===== src/rtl/sad_block_accumulator_pkg.sv =====
// Shared defaults and result-width derivation for the SAD accumulator family.
// Sized so that a full block of maximum differences cannot overflow.
package sad_block_accumulator_pkg;

  localparam int DEFAULT_DWIDTH    = 21;
  localparam int DEFAULT_BLOCK_LEN = 64;

  // Width that holds BLOCK_LEN * (2**DWIDTH - 1) without wrapping.
  function automatic int sad_width(input int dwidth, input int block_len);
    return dwidth + $clog2(block_len);
  endfunction

endpackage


===== src/rtl/sad_block_accumulator_absdiff_reg_stage.sv =====
// Registered |A-B| stage with enable, synchronous flush and a valid bit.
// Kept standalone so multi-lane SAD arrays can instantiate one per lane.
module absdiff_reg_stage
  import sad_block_accumulator_pkg::*;
#(
  parameter int DWIDTH = DEFAULT_DWIDTH
) (
  input  logic              clk,
  input  logic              rst,
  input  logic              en,
  input  logic              flush,
  input  logic              in_valid,
  input  logic [DWIDTH-1:0] in_a,
  input  logic [DWIDTH-1:0] in_b,
  output logic [DWIDTH-1:0] d_q,
  output logic              d_v
);

  logic [DWIDTH-1:0] diff;

  // Subtracting the smaller from the larger keeps the result exact in DWIDTH bits.
  assign diff = (in_a > in_b) ? (in_a - in_b) : (in_b - in_a);

  // NOTE: sequential state uses non-blocking assignments so every register
  // samples pre-edge values regardless of block ordering.
  always_ff @(posedge clk or posedge rst) begin
    if (rst) begin
      d_q <= '0;
      d_v <= 1'b0;
    end else if (flush) begin
      d_v <= 1'b0;
    end else if (en) begin
      d_q <= diff;
      d_v <= in_valid;
    end
  end

endmodule


===== src/rtl/sad_block_accumulator.sv =====
// Streaming SAD engine: one (A,B) pair per cycle, one result per BLOCK_LEN pairs,
// delivered on a valid/ready output with back-pressure into the input side.
module sad_block_accumulator
  import sad_block_accumulator_pkg::*;
#(
  parameter int  DWIDTH    = DEFAULT_DWIDTH,
  parameter int  BLOCK_LEN = DEFAULT_BLOCK_LEN,
  localparam int SWIDTH    = sad_width(DWIDTH, BLOCK_LEN)
) (
  input  logic              clk,
  input  logic              rst,
  input  logic              clr,
  input  logic              in_valid,
  output logic              in_ready,
  input  logic [DWIDTH-1:0] in_a,
  input  logic [DWIDTH-1:0] in_b,
  output logic              out_valid,
  input  logic              out_ready,
  output logic [SWIDTH-1:0] out_sad,
  output logic              busy
);

  localparam int                CWIDTH = $clog2(BLOCK_LEN);
  localparam logic [CWIDTH-1:0] LAST   = CWIDTH'(BLOCK_LEN - 1);

  logic [DWIDTH-1:0] d_q;
  logic              d_v;
  logic [SWIDTH-1:0] acc;
  logic [CWIDTH-1:0] cnt;
  logic [SWIDTH-1:0] sum;
  logic              last;
  logic              stall;
  logic              adv;
  logic              take;
  logic              done;

  assign last  = (cnt == LAST);
  // Only the block-closing pair can be blocked, and only by an unconsumed result.
  assign stall = d_v && last && out_valid && !out_ready;
  assign adv   = !stall && !clr;
  // Combinational from out_ready/clr: the consumer sees a direct timing path here.
  assign in_ready = adv;
  assign take  = d_v && adv;
  assign done  = take && last;
  assign sum   = acc + SWIDTH'(d_q);
  assign busy  = (cnt != '0) || d_v;

  absdiff_reg_stage #(
    .DWIDTH(DWIDTH)
  ) u_absdiff (
    .clk      (clk),
    .rst      (rst),
    .en       (adv),
    .flush    (clr),
    .in_valid (in_valid),
    .in_a     (in_a),
    .in_b     (in_b),
    .d_q      (d_q),
    .d_v      (d_v)
  );

  always_ff @(posedge clk or posedge rst) begin
    if (rst) begin
      acc <= '0;
      cnt <= '0;
    end else if (clr) begin
      acc <= '0;
      cnt <= '0;
    end else if (take) begin
      if (last) begin
        acc <= '0;
        cnt <= '0;
      end else begin
        acc <= sum;
        cnt <= cnt + 1'b1;
      end
    end
  end

  // A completion in the same cycle as a handshake keeps out_valid high with the new sum.
  // A pending result survives clr; only rst drops it.
  always_ff @(posedge clk or posedge rst) begin
    if (rst) begin
      out_valid <= 1'b0;
      out_sad   <= '0;
    end else if (done) begin
      out_valid <= 1'b1;
      out_sad   <= sum;
    end else if (out_valid && out_ready) begin
      out_valid <= 1'b0;
    end
  end

endmodule


===== config.mk =====
export PLATFORM = sky130hd
export DESIGN_NAME = sad_block_accumulator
export DESIGN_NICKNAME = d
export VERILOG_FILES = /design/src/rtl/sad_block_accumulator_pkg.sv /design/src/rtl/sad_block_accumulator_absdiff_reg_stage.sv /design/src/rtl/sad_block_accumulator.sv
export SDC_FILE = /design/constraint.sdc
export NUM_CORES = 1
export LEC_CHECK = 0
export BUFFER_PORTS_ARGS = -buffer_cell sky130_fd_sc_hd__buf_2
export CORE_ASPECT_RATIO = 1.1
export CORE_MARGIN = 2
export CORE_UTILIZATION = 55
export DETAILED_ROUTE_END_ITERATION = 10
export GPL_TIMING_DRIVEN = 0
export PLACE_DENSITY = 0.76
export SYNTH_ARGS = -nofsm -noshare
export SYNTH_HDL_FRONTEND = slang
export SYNTH_HIERARCHICAL = 1
export SYNTH_SLANG_ARGS = --single-unit

===== constraint.sdc =====
create_clock -name clk -period 4.6 [get_ports clk]
set_clock_uncertainty 0.15 [all_clocks]
set_input_delay 0.69 -clock clk [delete_from_list [all_inputs] [get_ports clk]]
set_output_delay 0.69 -clock clk [all_outputs]
set_load 0.02 [all_outputs]

## Word level (Yosys, flattened, before mapping)

Cells that the tools add are included.

- Bits in registers: 83
- Word-level logic and storage cells: 40
- Input bits: 47
- Output and inout port bits: 30

- Equality and inequality tests: 1
- Reduce and logical (&&, ||, !) cells: 16
- Muxes and demuxes: 11
- Order comparisons: 1
- Add/sub/neg operators: 4
- Bitwise gates (word level): 1

Operator list:

| cell | number |
|---|---|
| $mux W27 | 3 |
| $sub A21 B21 Y21 | 2 |
| $add A27 B21 Y27 | 1 |
| $gt A21 B21 Y1 | 1 |
| $mux W21 | 1 |
| $mux W6 | 3 |
| $logic_and A1 B1 Y1 | 7 |
| $add A6 B1 Y6 const B | 1 |
| $eq A6 B6 Y1 const B | 1 |
| $reduce_bool A2 Y1 | 3 |
| $reduce_bool A6 Y1 | 1 |
| $mux W1 | 4 |
| $logic_not A1 Y1 | 3 |
| $reduce_and A2 Y1 | 1 |
| $logic_or A1 B1 Y1 | 1 |
| $not A1 Y1 | 1 |

## Longest topological paths before layout

- Depth in word-level cells: 9
- Depth in mapped cells: 13
- Gate-level depth less buffers: 12

## By module

The synthesis kept the hierarchy.

Modules (own cells, without submodules):

| module | sequential area each (um^2) | area each (um^2) | cells each | times used |
|---|---|---|---|---|
| sad_block_accumulator | 1,526.5 | 3,669.8 | 413 | 1 |
| absdiff_reg_stage | 550.5 | 3,126.7 | 389 | 1 |

## Worst setup path before layout

OpenSTA, ideal clock, no wires.

- Path type: in2reg
- Start: in in_a[7]
- End: reg u_absdiff.d_q[11]
- Setup time: 0.125 ns
- Data arrival time: 2.777 ns
- Path slack: 1.548 ns
- Path buffers: 2
- Data required time: 4.325 ns
- Cell stages on the path: 13
- Cells stage by stage: inv_1 > ha_1 > buf_6 > a21o_4 > a31oi_2 > o21ai_1 > nor3_4 > nor3_4 > nor2_4 > buf_8 > mux2i_1 > xnor2_1 > mux2_2

- Longest elaborated chain between the ends: 2
- Elaborated cells on any way between the ends: 4
- Those cells by class: 2 x add/sub; 1 x order compare; 1 x mux

RTL lines:

| element | line | text |
|---|---|---|
| from (decl) | sad_block_accumulator.sv:15 | `input logic [DWIDTH-1:0] in_a,` |
| $sub A21 B21 Y21 or $gt A21 B21 Y1 (tied branches) | sad_block_accumulator_absdiff_reg_stage.sv:22 | `assign diff = (in_a > in_b) ? (in_a - in_b) : (in_b - in_a);` |
| $mux W21 (*) | sad_block_accumulator_absdiff_reg_stage.sv:22 |  |
| to (signal assigned) | sad_block_accumulator_absdiff_reg_stage.sv:33 | `d_q <= diff;` |
| to (decl) | sad_block_accumulator_absdiff_reg_stage.sv:15 | `output logic [DWIDTH-1:0] d_q,` |

Mark *: on every way between the ends. The rest lies on a longest branch, timed or not.
A chain may end at the register's enable or synchronous reset.

## Worst setup path in the final report

- Start: in in_a[14]
- End: reg u_absdiff.d_q[11]

- Longest elaborated chain between the ends: 2

RTL lines:

| element | line |
|---|---|
| $gt A21 B21 Y1 | sad_block_accumulator_absdiff_reg_stage.sv:22 |
| $mux W21 | sad_block_accumulator_absdiff_reg_stage.sv:22 |

Every way passes these cells.

==> key figures <==
Synth
  • Dominant cells by area after synthesis: dfrtp_1 31%, ha_1 12%, nand2_1 6.4%
  • Area share of the largest cell type after synthesis: 0.3056
  • Ys flop type: dfrtp_1
  • Cell variety after synth: a little over 80
  • Top cell type by total area after synthesis: dfrtp_1
  • Post-synth ARST share: 1.000
  • Register area share after synthesis: 0.3056
  • Mapped Nets: between 900 and 1000
  • Syn avg cell area: 8.474 um2
  • Yosys warnings: 6
  • Post-Synthesis Cells: around 800
  • Synth Register Bits: 83
  • Synth Cell Area: around 7000 um2
  • Number of flops mapped to enable cells by yosys: 0

Clock tree
  • CTS sink count: slightly above 80
  • Clk buf depth: 2
  • Worst-path clk slew: approximately 60 ps
  • TritonCTS buffer count: 9
  • Clk_lat worst skew: between 300 and 400 ps
  • CTS Hold Buffers Added: 0
  • Root buf cell: clkbuf_16
  • Setup Fix Bufs, Post-CTS: 0
  • CTS resizes: 0
  • CTS H-tree depth: 3
  • CTS tree: yes

GRT
  • Initial antenna violation count: 0
  • Grt ovf: 0
  • Global-route usage over all layers: 0.2594
  • First-pass GRT wire length: roughly 27 mm
  • Vias in the first global route: around 5800
  • Largest net degree at the start of global routing: slightly above 40

Timing
  • Final Setup Violations: 0
  • Slew HR: 0.4242
  • Fmax: ~320 MHz
  • RSZ-0062 raised after global routing: false
  • Setup ws final: around 1500 ps
  • Fin crit share: 0.6767
  • Final min period: between 3000 and 4000 ps
  • Slew Viols, Final: 0
  • Hold Fails Final Rpt: 0
  • Setup TNS: 0 ps
  • Final hold slack: approximately 230 ps
  • Worst-Margin Slew: 862.7 ps

Die
  • # rows: 42
  • Die area: between 10000 and 15000 um2
  • Area of the core: between 10000 and 15000 um2
  • Initial core utilization: 0.5648
  • Die Ht: 120.6 um
  • Ports: 77
  • Die Wd: 110.0 um

Layout
  • Final core occ: 0.6358
  • Most frequent cells in the layout: 116 x nand2_1, 84 x buf_2, 83 x dfrtp_1, 64 x a21oi_1, 64 x ha_1
  • Fraction of layout instances using a drive strength above 1: 0.1588
  • Area delta synth->final: 12.57%
  • N_diodes: 0
  • NumNets Final: about 1000
  • Commonest non-fill, non-tap cell in the layout: nand2_1

Power and ir drop
  • Gate power share: 0.350
  • Reg power frac: 0.366
  • Leakage: 3.896 nW
  • Net Sw Power: slightly above 800 uW
  • Clk pwr share: 0.284
  • Sw Share: 0.3545
  • Maximum VDD drop: 0.2135 mV
  • Int Pwr: 1.483 mW
  • Total Power: roughly 2.3 mW
  • PD cells: between 300 and 400 nW/um2

Worst setup path
  • CP Launch Type: primary input
  • Req. time, crit path: approximately 4700 ps
  • Worst r2r src: u_absdiff/d_q[0]$_DFFE_PP0P_
  • Worst path arrival time: roughly 3200 ps
  • CP delay by family, top: simple AND/OR/NAND/NOR gates
  • CP max FO: 10
  • Worst path cell trace: buf_2 -> inv_1 -> ha_1 -> buf_2 -> nand4_1 -> nor2_1 -> nand4_1 -> or3b_1 -> nand2_2 -> nor2_4 -> buf_8 -> mux2i_1 -> xnor2_1 -> mux2_2
  • Crit path from: in_a[14]
  • Slowest cell delay on critical path: 260 ps
  • Critical Path End Type: register
  • Critical path buffer and inverter count: 4
  • Critical Path Slowest Stage Cell: ha_1
  • Crit Path Category: in2reg

Routing
  • Vias: 5974
  • Residual DRC: 0
  • Final WL: approximately 16 mm
  • Post-DRT Antenna Nets: 0
  • Iter 0 DRT Violations: ~340
  • First drt pass iteration count: 5
  • Vias per cell: roughly 5.7
  • WL per Instance: approximately 16 um

Outcome
  • Status: complete, no violations

Place
  • Placer Congestion: ~0.92
  • Port Buffers: 76
  • Final HPWL DP: roughly 13 mm
  • Setup WS pre-CTS: ~1100 ps

Min path
  • Min-delay worst type: in2async

Flow run
  • Max_cap viols: 0
## cell usage after synthesis, drive strengths merged (2+ instances only)
cell type  instances
inv               57
clkbuf            20
o2111ai            2
a2111oi            4
xor2              18
and2               7
nor3              10
a211oi             5
xnor2             26
fa                 3
mux2i             15
or3                6
nand2            117
and3               9
nor2              36
and4               3
nor2b              8
a221oi             3
o31ai              2
o21bai             8
o21ai             81
nor3b              2
buf               17
ha                64
or2                3
a2111o             2
nand4             13
o21a               8
o211ai             6
o31a               2
a21oi             65
dfrtp             83
a22o              17
mux2               4
a21o              24
nand3             16
nand2b            10
a31oi              9
## per-stage QoR
step                instance area (um2)  cells
floorplan                          6797    802
global placement                   7370   1032
detailed placement                 7390   1033
CTS                                7651   1048
global route                       7651   1048
finish                             7651   1048
## state kept, by name (all words and copies together), names as in the netlist
register / count
out_valid: 1
u_absdiff/d_v: 1
u_absdiff/d_q: 21
out_sad: 27
acc: 27
cnt: 6
## metal layers
layer,up-vias,part of all wire,GRT usage
met5,-,0,0
met4,0,0.022,0.1005
met3,32,0.041,0.02318
met2,165,0.49,0.4436
met1,2773,0.44,0.3355
li1,3004,-,-
## final cells by class
type / instances / area (um2)
buffer: 37 / 207.7
inverter: 57 / 214.0
clock buffer: 12 / 246.5
timing repair buffer: 77 / 400.4
clock inverter: 3 / 15.01
sequential: 83 / 2077
tap: 154 / 192.7
fill: 1105 / 4383
multi-input combinational: 625 / 4298
## cell families after synthesis
kind of cell | after synthesis | share of synthesized area
buffers and inverters | 94 | 0.06204
muxes | 19 | 0.02872
AOI/OAI and AO/OA | 249 | 0.2425
adders and majority gates | 67 | 0.1267
DFF | 83 | 0.3056
xor gates and xnor gates | 44 | 0.05670
and+or+nand+nor | 246 | 0.1778
## worst paths after layout
check	end	cells after the start	slack, ps
max	u_absdiff/d_q[11]$_DFFE_PP0P_	14	1490
min	out_sad[19]$_DFFE_PP0P_	2	230
max reg2reg	out_sad[26]$_DFFE_PP0P_	9	1710
min reg2reg	out_sad[0]$_DFFE_PP0P_	2	320
max in group asynchronous	u_absdiff/d_q[5]$_DFFE_PP0P_	2	3370
min in group clk	out_sad[0]$_DFFE_PP0P_	2	320
## worst reg2reg max path, delay by kind of cell (launching register included)
family | cells | cell delay (ps)
flops | 1 | 400
simple gates | 1 | 130
xor+xnor | 1 | 150
fa+ha+maj | 2 | 670
compound gates | 5 | 1280
## power groups by stage
stage	Combinational (mW)	Clock, mW	Sequential, mW
floorplan	0.611	0	0.834
global placement	0.784	0	0.848
detailed placement	0.794	0	0.852
CTS	0.798	0.657	0.840
global route	0.897	0.687	0.848
finish	0.805	0.653	0.840
Power figures use the tool's default switching activity.
